--- src/rtl/if_id_queue_pkg.sv ---
// if_id_queue_pkg: MIPS instruction field positions and the NOP word shared by fetch/decode.
package if_id_queue_pkg;
  localparam int OPC_HI   = 31;
  localparam int OPC_LO   = 26;
  localparam int RS_HI    = 25;
  localparam int RS_LO    = 21;
  localparam int RT_HI    = 20;
  localparam int RT_LO    = 16;
  localparam int RD_HI    = 15;
  localparam int RD_LO    = 11;
  localparam int SHAMT_HI = 10;
  localparam int SHAMT_LO = 6;
  localparam int FUNCT_HI = 5;
  localparam int FUNCT_LO = 0;
  localparam int IMM_HI   = 15;
  localparam int IMM_LO   = 0;
  localparam int JIDX_HI  = 25;
  localparam int JIDX_LO  = 0;
  localparam logic [31:0] NOP_WORD = 32'h0000_0000;
endpackage

--- src/rtl/if_id_queue_if.sv ---
// if_id_queue_if: fetch-side push port and decode-side head port of the IF/ID queue.
interface if_id_queue_if #(parameter int CW = 2);
  logic        in_valid, in_ready, flush, out_valid, out_ready;
  logic [31:0] in_pc, in_instr, out_pc, out_instr;
  logic [5:0]  out_opcode, out_funct;
  logic [4:0]  out_rs, out_rt, out_rd, out_shamt;
  logic [15:0] out_imm;
  logic [27:0] out_jtarget;
  logic [CW-1:0] count;
  modport master (
    output in_valid, in_pc, in_instr, flush, out_ready,
    input  in_ready, out_valid, out_pc, out_instr, out_opcode, out_rs, out_rt, out_rd,
           out_shamt, out_funct, out_imm, out_jtarget, count
  );
  modport slave (
    input  in_valid, in_pc, in_instr, flush, out_ready,
    output in_ready, out_valid, out_pc, out_instr, out_opcode, out_rs, out_rt, out_rd,
           out_shamt, out_funct, out_imm, out_jtarget, count
  );
endinterface

--- src/rtl/if_id_queue_predecode.sv ---
// if_id_predecode: slices a 32-bit MIPS word into its fields; reused by decode.
module if_id_predecode
  import if_id_queue_pkg::*;
(
  input  logic [31:0] instr,
  output logic [5:0]  opcode,
  output logic [4:0]  rs,
  output logic [4:0]  rt,
  output logic [4:0]  rd,
  output logic [4:0]  shamt,
  output logic [5:0]  funct,
  output logic [15:0] imm,
  output logic [27:0] jtarget
);
  assign opcode  = instr[OPC_HI:OPC_LO];
  assign rs      = instr[RS_HI:RS_LO];
  assign rt      = instr[RT_HI:RT_LO];
  assign rd      = instr[RD_HI:RD_LO];
  assign shamt   = instr[SHAMT_HI:SHAMT_LO];
  assign funct   = instr[FUNCT_HI:FUNCT_LO];
  assign imm     = instr[IMM_HI:IMM_LO];
  assign jtarget = {instr[JIDX_HI:JIDX_LO], 2'b00};
endmodule

--- src/rtl/if_id_queue.sv ---
// if_id_queue: elastic {pc, instr} queue between fetch and decode with flush and predecode.
module if_id_queue
  import if_id_queue_pkg::*;
#(
  parameter int DEPTH = 2,
  parameter int AW    = $clog2(DEPTH),
  parameter int CW    = $clog2(DEPTH) + 1
) (
  input logic clk,
  input logic reset,
  if_id_queue_if.slave q
);
  logic [31:0]   pc_mem    [DEPTH];
  logic [31:0]   instr_mem [DEPTH];
  logic [AW-1:0] rd_ptr, wr_ptr;
  logic [CW-1:0] cnt;
  logic          push, pop, head_valid;
  logic [31:0]   head_instr;
  assign head_valid  = cnt != '0;
  assign push        = q.in_valid & q.in_ready;
  assign pop         = head_valid & q.out_ready;
  assign head_instr  = head_valid ? instr_mem[rd_ptr] : NOP_WORD;
  assign q.in_ready  = cnt != CW'(DEPTH);
  assign q.out_valid = head_valid;
  assign q.out_pc    = head_valid ? pc_mem[rd_ptr] : '0;
  assign q.out_instr = head_instr;
  assign q.count     = cnt;
  // Power-of-two depth lets the pointers wrap by plain overflow.
  always_ff @(posedge clk or negedge reset) begin
    if (!reset) begin
      rd_ptr <= '0;
      wr_ptr <= '0;
      cnt    <= '0;
      for (int i = 0; i < DEPTH; i++) begin
        pc_mem[i]    <= '0;
        instr_mem[i] <= '0;
      end
    end else if (q.flush) begin
      rd_ptr <= '0;
      wr_ptr <= '0;
      cnt    <= '0;
    end else begin
      if (push) begin
        pc_mem[wr_ptr]    <= q.in_pc;
        instr_mem[wr_ptr] <= q.in_instr;
        wr_ptr            <= wr_ptr + AW'(1);
      end
      if (pop) rd_ptr <= rd_ptr + AW'(1);
      cnt <= cnt + CW'(push) - CW'(pop);
    end
  end
  if_id_predecode u_predecode (
    .instr   (head_instr),
    .opcode  (q.out_opcode),
    .rs      (q.out_rs),
    .rt      (q.out_rt),
    .rd      (q.out_rd),
    .shamt   (q.out_shamt),
    .funct   (q.out_funct),
    .imm     (q.out_imm),
    .jtarget (q.out_jtarget)
  );
endmodule

--- src/flat_wrapper.sv ---
// flat-port wrapper written by rule: the top's interface ports become plain ports
module if_id_queue_flat import if_id_queue_pkg::*;
#(
  parameter int DEPTH = 2,
  parameter int AW    = $clog2(DEPTH),
  parameter int CW    = $clog2(DEPTH) + 1
)
  (clk, reset, q_in_valid, q_in_pc, q_in_instr, q_flush, q_out_ready, q_in_ready, q_out_valid, q_out_pc, q_out_instr, q_out_opcode, q_out_rs, q_out_rt, q_out_rd, q_out_shamt, q_out_funct, q_out_imm, q_out_jtarget, q_count);
  if_id_queue_if #(.CW(CW)) q_i ();
  input logic clk;
  input logic reset;
  input wire logic [$bits(q_i.in_valid)-1:0] q_in_valid;
  input wire logic [$bits(q_i.in_pc)-1:0] q_in_pc;
  input wire logic [$bits(q_i.in_instr)-1:0] q_in_instr;
  input wire logic [$bits(q_i.flush)-1:0] q_flush;
  input wire logic [$bits(q_i.out_ready)-1:0] q_out_ready;
  output wire logic [$bits(q_i.in_ready)-1:0] q_in_ready;
  output wire logic [$bits(q_i.out_valid)-1:0] q_out_valid;
  output wire logic [$bits(q_i.out_pc)-1:0] q_out_pc;
  output wire logic [$bits(q_i.out_instr)-1:0] q_out_instr;
  output wire logic [$bits(q_i.out_opcode)-1:0] q_out_opcode;
  output wire logic [$bits(q_i.out_rs)-1:0] q_out_rs;
  output wire logic [$bits(q_i.out_rt)-1:0] q_out_rt;
  output wire logic [$bits(q_i.out_rd)-1:0] q_out_rd;
  output wire logic [$bits(q_i.out_shamt)-1:0] q_out_shamt;
  output wire logic [$bits(q_i.out_funct)-1:0] q_out_funct;
  output wire logic [$bits(q_i.out_imm)-1:0] q_out_imm;
  output wire logic [$bits(q_i.out_jtarget)-1:0] q_out_jtarget;
  output wire logic [$bits(q_i.count)-1:0] q_count;
  assign q_i.in_valid = q_in_valid;
  assign q_i.in_pc = q_in_pc;
  assign q_i.in_instr = q_in_instr;
  assign q_i.flush = q_flush;
  assign q_i.out_ready = q_out_ready;
  assign q_in_ready = q_i.in_ready;
  assign q_out_valid = q_i.out_valid;
  assign q_out_pc = q_i.out_pc;
  assign q_out_instr = q_i.out_instr;
  assign q_out_opcode = q_i.out_opcode;
  assign q_out_rs = q_i.out_rs;
  assign q_out_rt = q_i.out_rt;
  assign q_out_rd = q_i.out_rd;
  assign q_out_shamt = q_i.out_shamt;
  assign q_out_funct = q_i.out_funct;
  assign q_out_imm = q_i.out_imm;
  assign q_out_jtarget = q_i.out_jtarget;
  assign q_count = q_i.count;
  if_id_queue #(.DEPTH(DEPTH), .AW(AW), .CW(CW)) u_core (.clk(clk), .reset(reset), .q(q_i));
endmodule
--- config.mk ---
export PLATFORM = sky130hd
export DESIGN_NAME = if_id_queue_flat
export DESIGN_NICKNAME = d
export VERILOG_FILES = /design/src/rtl/if_id_queue_pkg.sv /design/src/rtl/if_id_queue_if.sv /design/src/rtl/if_id_queue_predecode.sv /design/src/rtl/if_id_queue.sv /design/src/flat_wrapper.sv
export SDC_FILE = /design/constraint.sdc
export NUM_CORES = 1
export LEC_CHECK = 0
export CORE_MARGIN = 3
export CORE_UTILIZATION = 50
export DETAILED_ROUTE_END_ITERATION = 12
export PLACE_DENSITY = 0.89
export SYNTH_ARGS = -nofsm -noshare
export SYNTH_HDL_FRONTEND = slang
export SYNTH_SLANG_ARGS = --single-unit
--- constraint.sdc ---
create_clock -name clk -period 2.7 [get_ports clk]
set_input_delay 0.54 -clock clk [delete_from_list [all_inputs] [get_ports clk]]
set_output_delay 0.54 -clock clk [all_outputs]
set_load 0.01 [all_outputs]
==> summary.md, run 1 <==
| Metric | Value |
|---|---|
| Outcome | finished, final reports clean |
| CP Launch Type | flip-flop |
| Fillers | 895 |
| Most common cell after layout, fill and taps aside | clkdlybuf4s50_1 |
| Final Critical Period | 2.629 ns |
| Worst R2R End | u_core.pc_mem[18]$_DFFE_PN0P_ |
| Clock skew | 0.008998 ns |
| Setup crit end | q_out_instr[24] |
| First-pass GRT wire length | 23080 um |
| Min setup slack post-route | 0.07072 ns |
| Synthesized area per cell | 12.69 um2 |
| Final period util | 0.9738 |
| Diode count | 0 |
| R2R Setup Slk | 0.79 ns |
| Final HPWL DP | 10110 um |
| GR Overflow Total | 0 |
| Register area | 3307 um2 |
| Fraction of layout cells with a size suffix above 1 | 0.2806 |
| Final setup fails | 0 |
| Post-Route WL | 14400 um |
| Setup Total Neg Slack | 0 ns |
| CP Max Fanout | 15 |
| Num rows | 41 |
| Post-synthesis cell count | 515 |
| Met3 wire len | 1083 um |
| CP arrival | 2.09 ns |
| Worst skew pair latency | 0.42 ns |
| Maxcap violations | 0 |
| IO buf count | 210 |
| Initial core utilization | 0.5136 |
| Routed wire per std cell | 17.10 um |
| Synth warn | 0 |
| Worst-case clock buffer depth | 2 |
| DRC violations left | 0 |
| Final Net Count | 730 |
| Core area | 12720 um2 |
| WHS | 0.08021 ns |
| Syn Std Cell Area | 6534 um2 |
| Area growth syn-to-layout | 36.37% |
| Final ANT Viol Nets | 0 |
| CTS Sinks | 132 |
| Worst VDD drop | 0.6596 mV |
| Vias in the first global route | 4621 |
| Worst-path clk slew | 0.06 ns |
| WL met2 | 7534 um |
| Placed Instances | 807 |
| Power Density | 1301 nW/um2 |
| Slew Viols, Final | 0 |
| Unrepaired setup endpoints after global routing | false |
| Hold Crit Class | in2async |
| Pre-CTS setup slack | 0.3490 ns |
| FMAX | 0.3803 GHz |
| Die area | 14480 um2 |
| Path depth of the worst reg2reg path | 5 |
| Beginning of the critical path | u_core.rd_ptr$_DFFE_PN0P_ |
| Clock root cell | clkbuf_16 |
| Via/cell ratio | 5.074 |
| Drt pass-1 iters | 4 |
| Leakage | 3.822 nW |
| I/O Pins | 213 |
| Most frequent cells in the layout | 196 x clkdlybuf4s50_1, 131 x dfrtp_1, 123 x mux2_2, 64 x mux2i_1, 50 x nor2_1 |
| Hold-fix buffers, CTS | 0 |
| Gr usage total | 0.2028 |
| Area of the multi-input gates | 2512 um2 |
| Met1 wire length | 5520 um |
| Seq/Total Area, Yosys | 0.5056 |
| H-tree depth | 4 |
| Worst Setup End Kind | primary output |
| CTS Buf Count | 17 |
| Number of synthesized register bits | 132 |
| Worst EP required | 2.16 ns |
| Reg2Reg Launch Point | u_core.q.count[1]$_DFF_PN0_ |
| DR iter-0 viols | 160 |
| Top routing layer used | met4 |
| TritonCTS clock tree | done |
| GP Congestion | 0.7648 |
| Die height | 120.3 um |
| Largest net degree at the start of global routing | 73 |
| Distinct cells, synth | 22 |
| Via Count | 4272 |
| Initial antenna violation count | 0 |
| Final cell utilization of the core | 0.7003 |
| Die width | 120.3 um |
| Final Hold Viols | 0 |
| Critical path type | reg2out |
| Layout Cells excl Fill | 842 |
[cells by family (layout without fill, tap and decap cells)]
| kind of cell | after synthesis | count (layout) | synth area share |
|---|---|---|---|
| other | 1 | 2 | 0.0005739 |
| and+or+nand+nor | 73 | 73 | 0.04692 |
| DFF | 132 | 132 | 0.5056 |
| buffers and inverters | 109 | 263 | 0.1182 |
| muxes | 192 | 192 | 0.3187 |
| xor gates and xnor gates | 3 | 3 | 0.004022 |
| adders and majority gates | 2 | 2 | 0.003829 |
| AOI/OAI and AO/OA | 3 | 3 | 0.002297 |
[where the power goes]
| part | switching, W | internal (W) |
|---|---|---|
| registers | 0.000535 | 0.00294 |
| clock network | 0.000765 | 0.00119 |
| logic | 0.00260 | 0.00356 |
| total | 0.00390 | 0.00769 |
[cell usage after synthesis]
| master | count | area [um2] |
|---|---|---|
| ha_1 | 2 | 25.02 |
| nand4b_1 | 1 | 8.760 |
| buf_2 | 5 | 25.02 |
| nor2b_1 | 1 | 6.260 |
| mux2_2 | 123 | 1385 |
| mux2_1 | 5 | 56.30 |
| clkbuf_1 | 5 | 18.77 |
| buf_4 | 83 | 623.1 |
| buf_1 | 4 | 15.01 |
| mux2i_1 | 64 | 640.6 |
| xor2_1 | 2 | 17.52 |
| inv_1 | 6 | 22.52 |
| a21oi_1 | 1 | 5.000 |
| or3_1 | 1 | 6.260 |
| nor2b_2 | 1 | 8.760 |
| xnor2_1 | 1 | 8.760 |
| nor4_4 | 1 | 21.27 |
| nor2_1 | 68 | 255.2 |
| dfrtp_1 | 132 | 3303 |
| o21ai_0 | 2 | 10.01 |
| buf_6 | 6 | 67.56 |
| conb_1 | 1 | 3.750 |
[metrics by stage]
stage	total power [W]	cell area [um2]
6_report	0.01159	8910
5_1_grt	0.01228	8910
4_1_cts	0.01165	8835
3_5_place_dp	0.009563	8279
3_3_place_gp	0.009293	8279
2_1_floorplan	0.007141	6538
[metal layers]
metal  global-route usage  vias to the layer above
met2               0.3653                      151
met4              0.07153                        0
li1                     -                     1958
met1               0.2215                     2141
met3              0.07063                       22
met5                    0                        -
[critical path, cell delays in order, from the launching register on]
cell and delay, ns:
dfrtp_4 0.58, buf_12 0.20, mux2i_1 0.12, nor2_1 0.18, clkdlybuf4s50_1 0.59
[how the worst min path moves through the flow]
| stage | cells past startpoint | start | endpoint |
|---|---|---|---|
| 4_1_cts | 1 | reset | u_core.instr_mem[29]$_DFFE_PN0P_ |
| 3_5_place_dp | 1 | u_core.instr_mem[35]$_DFFE_PN0P_ | u_core.instr_mem[35]$_DFFE_PN0P_ |
| 6_report | 1 | reset | u_core.instr_mem[56]$_DFFE_PN0P_ |
| 5_1_grt | 1 | reset | u_core.instr_mem[29]$_DFFE_PN0P_ |
| 2_1_floorplan | 0 | reset | u_core.instr_mem[0]$_DFFE_PN0P_ |
| 3_3_place_gp | 1 | u_core.instr_mem[35]$_DFFE_PN0P_ | u_core.instr_mem[35]$_DFFE_PN0P_ |
[flip-flops by register name, summed over array words and instances (netlist names)]
register / count
u_core.instr_mem: 64
u_core.rd_ptr: 1
u_core.pc_mem: 64
u_core.wr_ptr: 1
u_core.q.count: 2
[cell type report]
| cell class | instances | share of cell area |
|---|---|---|
| Clock buffer | 23 | 0.05252 |
| Clock inverter | 7 | 0.003932 |
| Inverter | 6 | 0.002528 |
| Multi-Input combinational cell | 275 | 0.2820 |
| Sequential cell | 132 | 0.3712 |
| Tap cell | 172 | 0.02415 |
| Timing Repair Buffer | 227 | 0.2637 |
[timing repair]
item,4_1_cts,5_1_grt
endpoints found under the hold margin,0,0
buffers inserted,5,0
setup endpoints to repair,74,78
resized for setup,4,29
No activity file was read; power rests on OpenSTA's default activity.
==> inputs of run 2 (changes only) <==
--- a/config.mk
+++ b/config.mk
@@ -7,8 +7,10 @@
 export LEC_CHECK = 0
 export CORE_MARGIN = 3
 export CORE_UTILIZATION = 50
+export CTS_CLUSTER_DIAMETER = 80
 export DETAILED_ROUTE_END_ITERATION = 12
 export PLACE_DENSITY = 0.89
+export SLEW_MARGIN = 20
 export SYNTH_ARGS = -nofsm -noshare
 export SYNTH_HDL_FRONTEND = slang
 export SYNTH_SLANG_ARGS = --single-unit
==> results of run 2 <==
Final layout, timing and power as in run 1 (identical DEF).
==> inputs of run 3 (changes only) <==
--- a/config.mk
+++ b/config.mk
@@ -5,8 +5,10 @@
 export SDC_FILE = /design/constraint.sdc
 export NUM_CORES = 1
 export LEC_CHECK = 0
+export CELL_PAD_IN_SITES_DETAIL_PLACEMENT = 1
+export CELL_PAD_IN_SITES_GLOBAL_PLACEMENT = 1
 export CORE_MARGIN = 3
-export CORE_UTILIZATION = 50
+export CORE_UTILIZATION = 39
 export CTS_CLUSTER_DIAMETER = 80
 export DETAILED_ROUTE_END_ITERATION = 12
 export PLACE_DENSITY = 0.89
==> run 3 against run 2 <==
Against the previous run:
- die area is 27% higher
- clock power is 18% higher
- sequential power is 1% higher
- routed wire length is 19% higher
- combinational power is 2% higher
- count of clock-buffer cells in the layout is 5 lower
- worst hold slack better by 0.068 ns
- final cell count is 5.1% higher
- global-route usage is 1.2 points lower
- highest routed layer unchanged
==> summary.md, run 3 (synthesis gave the netlist of run 1 again) <==
| Metric | Value |
|---|---|
| Final period util | 0.9828 (+0.008996) |
| Final setup fails | 0 (unchanged) |
| Die area | 18340 um2 (+27%) |
| GP Congestion | 0.7339 (-4.0%) |
| Via/cell ratio | 4.881 (-3.8%) |
| Diode count | 0 (unchanged) |
| FMAX | 0.3769 GHz (-0.92%) |
| Final Net Count | 727 (-0.41%) |
| Largest net degree at the start of global routing | 66 (-9.6%) |
| Routed wire per std cell | 19.42 um (+14%) |
| I/O Pins | 213 (unchanged) |
| Comb power frac | 0.518 (-0.013) |
| TritonCTS clock tree | done |
| Most common cell after layout, fill and taps aside | clkdlybuf4s50_1 |
| Die height | 135.4 um (+13%) |
| Clk pwr share | 0.192 (+0.023) |
| Power Density | 1340 nW/um2 (+3.0%) |
| Clock skew | 0.006103 ns (-0.002895 ns) |
| Core area | 16120 um2 (+27%) |
| Min setup slack post-route | 0.04643 ns (-0.02429 ns) |
| Unrepaired setup endpoints after global routing | true |
| GR Overflow Total | 0 (unchanged) |
| Met3 wire len | 1125 um (+3.9%) |
| Maxcap violations | 0 (unchanged) |
| IO buf count | 210 (unchanged) |
| Worst R2R End | u_core.instr_mem[14]$_DFFE_PN0P_ |
| Outcome | finished, final reports clean |
| Reg2Reg Launch Point | u_core.q.count[1]$_DFF_PN0_ |
| Area growth syn-to-layout | 38.20% |
| H-tree depth | 4 (unchanged) |
| Final cell utilization of the core | 0.5603 (-0.1400) |
| Final HPWL DP | 11940 um (+18%) |
| CP arrival | 2.11 ns (+0.02 ns) |
| Cell-by-cell trace of the critical path | buf_12 > mux2i_1 > nor2_1 > clkdlybuf4s50_1 |
| Final Hold Viols | 0 (unchanged) |
| Leakage | 3.734 nW (-2.3%) |
| Slew Viols, Final | 0 (unchanged) |
| CTS Sinks | 132 (unchanged) |
| DR iter-0 viols | 107 (-33%) |
| Final Critical Period | 2.654 ns (+0.02429 ns) |
| Gr usage total | 0.1909 (-0.01187) |
| Met1 wire length | 6381 um (+16%) |
| Initial antenna violation count | 0 (unchanged) |
| Fraction of layout cells with a size suffix above 1 | 0.2825 (+0.001914) |
| Top routing layer used | met4 |
| Max-slew headroom at the worst pin | 0.5508 |
| Sw frac | 0.3441 (+0.007786) |
| Crit-path slowest cell | clkdlybuf4s50_1 |
| Worst VDD drop | 0.7120 mV (+7.9%) |
| Post-Route WL | 17180 um (+19%) |
| First-pass GRT wire length | 27120 um (+18%) |
| Clock root cell | clkbuf_16 |
| Internal cell power | 0.007935 W (+3.2%) |
| Slew @ Worst Pin | 0.6738 ns |
| Initial core utilization | 0.4054 (-0.1081) |
| Hold-fix buffers, CTS | 0 (unchanged) |
| Net switching power | 0.004162 W (+6.8%) |
| Die width | 135.4 um (+13%) |
| Critical path's largest stage delay | 0.62 ns (+0.03 ns) |
| Hold Crit Class | in2async |
| R2R Setup Slk | 0.55 ns (-0.24 ns) |
| Most frequent cells in the layout | 203 x clkdlybuf4s50_1, 130 x dfrtp_1, 123 x mux2_2, 64 x mux2i_1, 53 x nor2_1 |
| Via Count | 4320 (+1.1%) |
| Worst EP required | 2.16 ns (about the same) |
| Worst-path clk slew | 0.06 ns (about the same) |
| Worst-case clock buffer depth | 2 (unchanged) |
| Path depth of the worst reg2reg path | 5 (unchanged) |
| WL met2 | 9379 um (+24%) |
| Pre-CTS setup slack | 0.1712 ns (-0.1778 ns) |
| Sequential power share | 0.290 (-0.010) |
| CP Max Fanout | 27 (+12) |
| DRC violations left | 0 (unchanged) |
| CTS Buf Count | 17 (unchanged) |
| Worst skew pair latency | 0.41 ns (about the same) |
| Drt pass-1 iters | 4 (unchanged) |
| Num rows | 46 (+12%) |
| Worst Setup End Kind | primary output |
| Vias in the first global route | 4997 (+8.1%) |
| Critical path type | reg2out |
| CP Launch Type | flip-flop |
| Final ANT Viol Nets | 0 (unchanged) |
==> run 3: cell types whose count changed in the layout (fill, tap and decap cells not counted), sizes merged <==
cell           change
clkdlybuf4s50      +7
clkinvlp           +2
clkinv             +2
clkbuf             -5
buf                -3
bufinv             +3
dlymetal6s2s       -8
dlygate4sd2        +1
==> run 3: worst max-delay path by stage <==
stage                         startpoint          endpoint
2_1_floorplan  u_core.rd_ptr$_DFFE_PN0P_   q_out_instr[12]
3_3_place_gp   u_core.rd_ptr$_DFFE_PN0P_  q_out_jtarget[8]
3_5_place_dp   u_core.rd_ptr$_DFFE_PN0P_    q_out_shamt[0]
4_1_cts        u_core.rd_ptr$_DFFE_PN0P_       q_out_rs[1]
5_1_grt        u_core.rd_ptr$_DFFE_PN0P_  q_out_jtarget[2]
6_report       u_core.rd_ptr$_DFFE_PN0P_       q_out_rt[2]
==> run 3: worst max-delay path, delay by kind of cell (launching register included) <==
family	cells	cell delay, ns
multiplexers	1	0.14
flip-flops	1	0.51
buffers and inverters	2	0.81
AND/OR/NAND/NOR	1	0.22
==> run 3: power by group through the flow <==
| stage | Sequential [W] | Combinational [W] | Clock [W] |
|---|---|---|---|
| 3_5_place_dp | 0.00351 | 0.00620 | 0 |
| 6_report | 0.00351 | 0.00626 | 0.00232 |
| 2_1_floorplan | 0.00330 | 0.00385 | 0 |
| 4_1_cts | 0.00350 | 0.00637 | 0.00237 |
| 3_3_place_gp | 0.00338 | 0.00593 | 0 |
| 5_1_grt | 0.00362 | 0.00672 | 0.00247 |
==> run 3: cell type report <==
cell class              count  area [um2]
flip-flops and latches    132        3308
clock inverters            14       161.4
clock buffers              18       439.2
multi-input cells         275        2505
repair buffers            224        2323
well taps                 216       270.3
inverters                   6       22.52
fillers                  1604        7086
==> run 3: per-stage QoR <==
step                      hold WS [ns]  area, um2  instances  setup TNS, ns  total power [W]
after floorplan                 0.2444       6538        516              0         0.007141
after global placement          0.4672       8342        852              0         0.009309
after detailed placement        0.4860       8342        852              0         0.009702
after CTS                       0.1630       8996        885              0          0.01224
after global routing            0.1886       9030        885        -0.1228          0.01281
final                           0.1482       9030        885              0          0.01210
==> run 3: what timing repair did <==
item,CTS,global route
pin swaps,1,1
hold endpoints to repair,0,0
endpoints found under the setup margin,138,46
cloned,0,0
buffers inserted,1,0
resized for setup,17,11
==> run 3: metal layers <==
| metal | GRT usage | vias up |
|---|---|---|
| li1 | - | 1947 |
| met1 | 0.2032 | 2194 |
| met3 | 0.05646 | 21 |
| met5 | 0 | - |
| met4 | 0.06495 | 0 |
| met2 | 0.3581 | 158 |
